<file path="src/rtl/dmux4_dispatch_pkg.sv">
`default_nettype none
// ============================================================================
// Module  : dmux4_dispatch_pkg
// Brief   : Shared constants and types for the 1-to-4 byte dispatch stage.
// Revision: 1.0 - initial release
// ============================================================================
package dmux4_dispatch_pkg;

    localparam int CH_N   = 4;   // number of demux output channels
    localparam int CH_W   = 2;   // width of a channel index
    localparam int BYTE_W = 8;   // width of a dispatched byte

    typedef logic [CH_W-1:0] ch_idx_t;

    // One-hot channel mask for a channel index.
    function automatic logic [CH_N-1:0] ch_onehot(input ch_idx_t idx);
        logic [CH_N-1:0] mask;
        mask      = '0;
        mask[idx] = 1'b1;
        return mask;
    endfunction

endpackage : dmux4_dispatch_pkg
`default_nettype wire

</file>
<file path="src/rtl/dmux4_dispatch_rr_pick4.sv">
`default_nettype none
// ============================================================================
// Module  : rr_pick4
// Brief   : Combinational round-robin channel picker. Starting at rr_ptr,
//           returns the first channel that is not busy when skip_en is set;
//           falls back to rr_ptr when skipping is off or all are busy.
// Revision: 1.0 - initial release
// ============================================================================
module rr_pick4
    import dmux4_dispatch_pkg::*;
(
    input  ch_idx_t         rr_ptr,
    input  logic [CH_N-1:0] busy,
    input  logic            skip_en,
    output ch_idx_t         idx
);

    ch_idx_t w_cand;

    // Scan from the farthest candidate back to rr_ptr so the nearest free one wins.
    always_comb begin
        idx    = rr_ptr;
        w_cand = rr_ptr;
        if (skip_en) begin
            for (int k = CH_N - 1; k >= 0; k--) begin
                w_cand = rr_ptr + ch_idx_t'(k);
                if (!busy[w_cand]) begin
                    idx = w_cand;
                end
            end
        end
    end

endmodule : rr_pick4
`default_nettype wire

</file>
<file path="src/rtl/dmux4_dispatch.sv">
`default_nettype none
// ============================================================================
// Module  : dmux4_dispatch
// Brief   : Upstream control stage for the 8-bit 1-to-4 demultiplexer.
//           Accepts a valid/ready byte stream, assigns each byte a channel in
//           round-robin order (optionally skipping busy consumers), holds it
//           in a one-entry stage until that consumer is free, and drives the
//           demux data/select plus a one-hot per-channel load strobe.
// Revision: 1.0 - initial release
// ============================================================================
module dmux4_dispatch
    import dmux4_dispatch_pkg::*;
#(
    parameter bit SKIP_BUSY = 1'b1,
    parameter int CNT_W     = 16
)(
    input  logic              clk,
    input  logic              rst_n,
    input  logic              en,
    input  logic [BYTE_W-1:0] in_data,
    input  logic              in_valid,
    output logic              in_ready,
    input  logic [CH_N-1:0]   ch_busy,
    output logic [BYTE_W-1:0] dmux_a,
    output logic [CH_W-1:0]   dmux_sel,
    output logic [CH_N-1:0]   ch_load,
    output logic [CNT_W-1:0]  sent_cnt
);

    // Stage state
    logic              r_hold_valid;
    logic [BYTE_W-1:0] r_hold_data;
    ch_idx_t           r_hold_sel;
    ch_idx_t           r_rr_ptr;
    logic [CNT_W-1:0]  r_sent_cnt;

    // Per-cycle decisions
    logic              w_disp;
    logic              w_acc;
    ch_idx_t           w_pick;

    // The held byte leaves whenever its own consumer is free this cycle;
    // the channel never changes after accept.
    assign w_disp   = r_hold_valid & ~ch_busy[r_hold_sel];

    // The stage can refill in the same cycle it drains, giving one byte/cycle.
    assign in_ready = en & (~r_hold_valid | w_disp);
    assign w_acc    = in_valid & in_ready;

    rr_pick4 u_pick (
        .rr_ptr  (r_rr_ptr),
        .busy    (ch_busy),
        .skip_en (SKIP_BUSY),
        .idx     (w_pick)
    );

    // Load strobe is the one-hot of the held channel while dispatching.
    always_comb begin
        ch_load = '0;
        if (w_disp) begin
            ch_load = ch_onehot(r_hold_sel);
        end
    end

    // Data is blanked while empty; select keeps its last channel.
    assign dmux_a   = r_hold_valid ? r_hold_data : '0;
    assign dmux_sel = r_hold_sel;
    assign sent_cnt = r_sent_cnt;

    // Hold register: load on accept (overrides drain), clear on drain alone.
    always_ff @(posedge clk or negedge rst_n) begin
        if (!rst_n) begin
            r_hold_valid <= 1'b0;
            r_hold_data  <= '0;
            r_hold_sel   <= '0;
        end else if (w_acc) begin
            r_hold_valid <= 1'b1;
            r_hold_data  <= in_data;
            r_hold_sel   <= w_pick;
        end else if (w_disp) begin
            r_hold_valid <= 1'b0;
        end
    end

    // Round-robin pointer advances past the chosen channel only on accept.
    always_ff @(posedge clk or negedge rst_n) begin
        if (!rst_n) begin
            r_rr_ptr <= '0;
        end else if (w_acc) begin
            r_rr_ptr <= w_pick + ch_idx_t'(1);
        end
    end

    // Dispatched-byte counter, free-running modulo 2^CNT_W.
    always_ff @(posedge clk or negedge rst_n) begin
        if (!rst_n) begin
            r_sent_cnt <= '0;
        end else if (w_disp) begin
            r_sent_cnt <= r_sent_cnt + CNT_W'(1);
        end
    end

endmodule : dmux4_dispatch
`default_nettype wire
</file>
<file path="config.mk">
export PLATFORM = sky130hd
export DESIGN_NAME = dmux4_dispatch
export DESIGN_NICKNAME = d
export VERILOG_FILES = /design/src/rtl/dmux4_dispatch_pkg.sv /design/src/rtl/dmux4_dispatch_rr_pick4.sv /design/src/rtl/dmux4_dispatch.sv
export SDC_FILE = /design/constraint.sdc
export NUM_CORES = 1
export LEC_CHECK = 0
export CAP_MARGIN = 20
export CORE_MARGIN = 1
export CORE_UTILIZATION = 45
export CTS_BUF_LIST = sky130_fd_sc_hd__clkbuf_16
export DETAILED_ROUTE_END_ITERATION = 16
export MAX_ROUTING_LAYER = met4
export PLACE_DENSITY_LB_ADDON = 0.05
export SYNTH_ARGS = -nofsm -noshare
export SYNTH_HDL_FRONTEND = slang
export SYNTH_SLANG_ARGS = --single-unit
</file>
<file path="constraint.sdc">
create_clock -name clk -period 2.5 [get_ports clk]
set_clock_uncertainty 0.1 [all_clocks]
set_input_delay 0.75 -clock clk [delete_from_list [all_inputs] [get_ports clk]]
set_output_delay 0.75 -clock clk [all_outputs]
set_load 0.005 [all_outputs]
</file>
======== After elaboration in Yosys (flattened, before gate mapping) ========
Cells that the tools add are included.
word-level totals
  word-level logic and storage cells ...... 44
  bits in registers ....................... 29
  bits of input ports ..................... 16
  output and inout bits ................... 31
cells by class
  bitwise operators ....................... 6
  add/subtract/negate cells ............... 5
  magnitude comparators ................... 6
  muxes and demuxes ....................... 20
  reductions and logical operators ........ 2
operators by type and width
  kind                     number
  $add A16 B1 Y16 const B  1
  $lt A2 B3 Y1 const B     5
  $bmux W1 S2              5
  $mux W1                  8
  $mux W2                  4
  $mux W8                  1
  $add A2 B1 Y2 const B    2
  $add A2 B2 Y2 const B    2
  $mux W4                  1
  $and A1 B1 Y1            3
  $demux W1 S2             1
  $ge A2 B1 Y1 const B     1
  $not A1 Y1               2
  $reduce_bool A2 Y1       1
  $logic_and A1 B1 Y1      1
  $or A1 B1 Y1             1

======== Logic depth before layout (Yosys ltp) ========
  word-level depth ........................ 8
  gate-level depth with buffers ........... 6

======== Hierarchy ========
A second synthesis with hierarchy kept.
unflattened totals
  cell total of the unflattened synthesis .. 128
  area total of the unflattened synthesis .. 1487.7 um^2
by module, submodules not included
  module          area an instance (um^2)  cells each  times used
  dmux4_dispatch  1390.1                   112         1
  rr_pick4        97.6                     16          1

======== Worst setup path after synthesis ========
OpenSTA, ideal clock, no wires.
  path kind ............................... input to output
  start point ............................. in ch_busy[3]
  end point ............................... out ch_load[2]
  path slack .............................. 0.004 ns
  data arrival time ....................... 1.646 ns
  stages on the path ...................... 3
  path buffers ............................ 0
  required time ........................... 1.650 ns
  path through ............................ mux4_2 nor2b_4 and3_1
on the way
  longest elaborated chain between the ends .. 5
RTL lines
  what                           line                  text
  start: declaration             dmux4_dispatch.sv:23  input logic [CH_N-1:0] ch_busy,
  $bmux W1 S2                    dmux4_dispatch.sv:44  assign w_disp = r_hold_valid & ~ch_busy[r_hold_sel];
  $mux W1 (not written as such)  dmux4_dispatch.sv:44
  $not A1 Y1                     dmux4_dispatch.sv:44
  $and A1 B1 Y1                  dmux4_dispatch.sv:44
  $mux W4                        dmux4_dispatch.sv:60  if (w_disp) begin
  end: declaration               dmux4_dispatch.sv:26  output logic [CH_N-1:0] ch_load,
No other way between the ends. The select of a mux whose other input is x is not followed.

======== Final worst setup path ========
  start point ............................. in ch_busy[3]
  end point ............................... out ch_load[3]
The elaborated chain is that of the path after synthesis.

==> results.yml <==
floorplan:
  core_um2: 3080
  floorplan.rows: 20
  die-area_um2: 3490
  die_x_um: 59.1
  start_util_pct: 47.7
  boundaryPins: 47
  die_h_um: 59.1
clocking:
  clk_latency_ns: 0.27
  htreeDepth: 2
  clkTransAtPathRegs_ns: 0.05
  cts_tree: "yes"
  clk_path_buf_depth: 2
  cts-hold-fix-buffers: 0
  cts-root-buf: "clkbuf_16"
  numCtsBuffers: 5
  cts_sinks: 29
worst_hold_path:
  min_from: "sent_cnt[15]"
  hold_end: "sent_cnt[15]"
  hold_path_class: "reg2reg"
  holdPathStages: 1
sta:
  fin_ws_ns: -0.235
  rsz0062_at_grt: "yes"
  fin_crit_ns: 2.74
  drv_slew: 0
  fmax_mhz: 366
  layout_worst_path_cycle_share_pct: 109
  setup-tns-final_ns: -1.04
  tightestPinTransition_ns: 0.369
  slew_headroom_pct: 75.4
  hold_violations: 0
  finalSetupViolCount: 5
grt:
  grt_max_degree: 30
  grt-ovfl-total: 0
  antenna_found_initial: 0
  grt_pass1_vias: 1253
  grt_usage_pct: 23.7
  grt_pass1_wl_um: 5800
layout:
  drive_above_1_share_pct: 28.8
  multiInputGateArea_um2: 758
  final_util_pct: 74.2
  seqCellArea_um2: 727
  nFillCells: 240
  postLayoutCellArea_um2: 2280
  fin_nets: 222
  area_growth_pct: 55.7
  diodes: 0
run:
  drv_cap: 0
yosys:
  ys.warnings.count: 0
  ys_seq_area_share_pct: 49.4
  yosys.area.top_type_share_pct: 49.4
  yosysTopAreaCell: "dfrtp_1"
  synth_edf_count: 0
  synth_flop_cell: "dfrtp_1"
  synthesis.area_um2: 1470
  synth_common_cells: "dfrtp_1 (29), nand2_1 (20), nor2_1 (10)"
  synth_cell_types: 33
  postSynth.asyncResetShare_pct: 100
  yosysMostFrequentCell: "dfrtp_1"
  synth-seq-cells: 29
  avgSynthCellArea_um2: 10.8
  synth_cells: 136
  syn_nets: 153
  synth_area_leaders: "dfrtp_1 (49%), mux2_2 (6.9%), nand2_1 (5.1%)"
run_status:
  status: "complete, but fails checks"
  violations: "setup timing"
power:
  powerDensity_nw_per_um2: 928
  vdd.ir_drop.worst_mv: 0.503
  power.leakage_nw: 1.04
routing:
  firstDrtPassIters: 4
  drtAntennaViolNets: 0
  wirelength_um: 3440
  drt-initial-drc-count: 65
  avgViaCountPerCell: 5.12
  drc: 0
  vias: 1276
  wl_per_cell_um: 13.8
worst_setup_path:
  worstReg2RegStart: "dmux_sel[0]"
  worst-setup-path-type: "in2out"
  r2r_cells: 9
  worstPathMaxFanout: 3
  cp.arrival_ns: 1.89
  crit_path_end_kind: "output pin"
  r2r_end: "sent_cnt[4]"
  required_ns: 1.65
  setup.worst_path.start_class: "input pin"
  rrSetupSlack_ns: 0.26
placed_design:
  gp_congestion: 0.853
  io_buffers: 46
  dpl.hpwl_um: 2480
  place_area_um2: 2070
metal layers:
metal / global-route usage (%) / part of all wire, %
met1: 27.5 / 40
met2: 39.6 / 53
met5: - / 0
met4: 7.82 / 1.6
met3: 6.77 / 4.8
flip-flops by register name, indices dropped and copies added (netlist names):
register	cells
dmux_sel	2
sent_cnt	16
r_hold_data	8
r_hold_valid	1
r_rr_ptr	2
cell type report:
class | instances | share of cell area [%]
multi-input cells | 102 | 33.2
flip-flops and latches | 29 | 31.8
repair buffers | 65 | 26.5
clock buffers | 5 | 5.48
well taps | 44 | 2.41
clock inverters | 2 | 0.329
inverters | 2 | 0.329
timing repair:
item,in CTS,in global routing
gates resized for setup,49,7
setup endpoints to repair,11,15
pin swaps,8,3
setup buffers,10,1
placed cells by master, fill, tap and decap left out, types with 2 or more instances in the layout:
master and instances:
buf_6 9, inv_1 3, clkbuf_16 5, nor2_2 4, nand4_1 4, nor2_1 6
nor3_4 2, clkdlybuf4s50_1 37, o21ai_0 7, nand2_1 19, and3_1 2, nor3_2 2
xnor2_1 8, mux2_2 9, and2_1 9, nand3_1 4, xor2_1 8, buf_4 15
buf_2 4, dfrtp_1 28
worst max-delay path by stage:
stage | from | end | slack [ns] | depth (start not counted)
after global routing | ch_busy[3] | ch_load[0] | -0.27 | 6
after global placement | ch_busy[3] | ch_load[1] | -0.87 | 5
after detailed placement | ch_busy[3] | ch_load[0] | -0.91 | 5
final | ch_busy[3] | ch_load[3] | -0.24 | 6
after floorplan | ch_busy[3] | ch_load[2] | 0.004 | 3
after CTS | ch_busy[3] | ch_load[3] | -0.23 | 6
cells by family after synthesis:
family                   after synthesis  synth area share [%]
flip-flops                            29                  49.4
XOR/XNOR                              16                  9.55
adder cells (fa/ha/maj)                1                 0.852
AO/OA/AOI/OAI                         14                  6.05
multiplexers                          11                  9.12
buffers and inverters                  5                  1.54
AND/OR/NAND/NOR                       60                  23.4
through the flow:
step	setup slack [ns]	hold WS [ns]	power, mW	std cells
final	-0.235	0.358	2.12	249
after global routing	-0.267	0.380	2.25	249
after CTS	-0.228	0.365	2.16	253
after detailed placement	-0.914	0.360	1.48	237
after global placement	-0.873	0.358	1.45	237
after floorplan	0.00413	0.354	1.08	136
critical path, cell delays in order:
cell and delay (ns):
buf_6 0.09, mux4_2 0.52, buf_6 0.15, nor2b_4 0.11
and3_4 0.18, buf_6 0.08
report_power, final:
part	total [mW]	switching, mW	internal, mW
sequential	0.735	0.141	0.595
combinational	0.848	0.329	0.519
clock	0.536	0.183	0.353
total	2.12	0.652	1.47
Power figures use the tool's default switching activity.
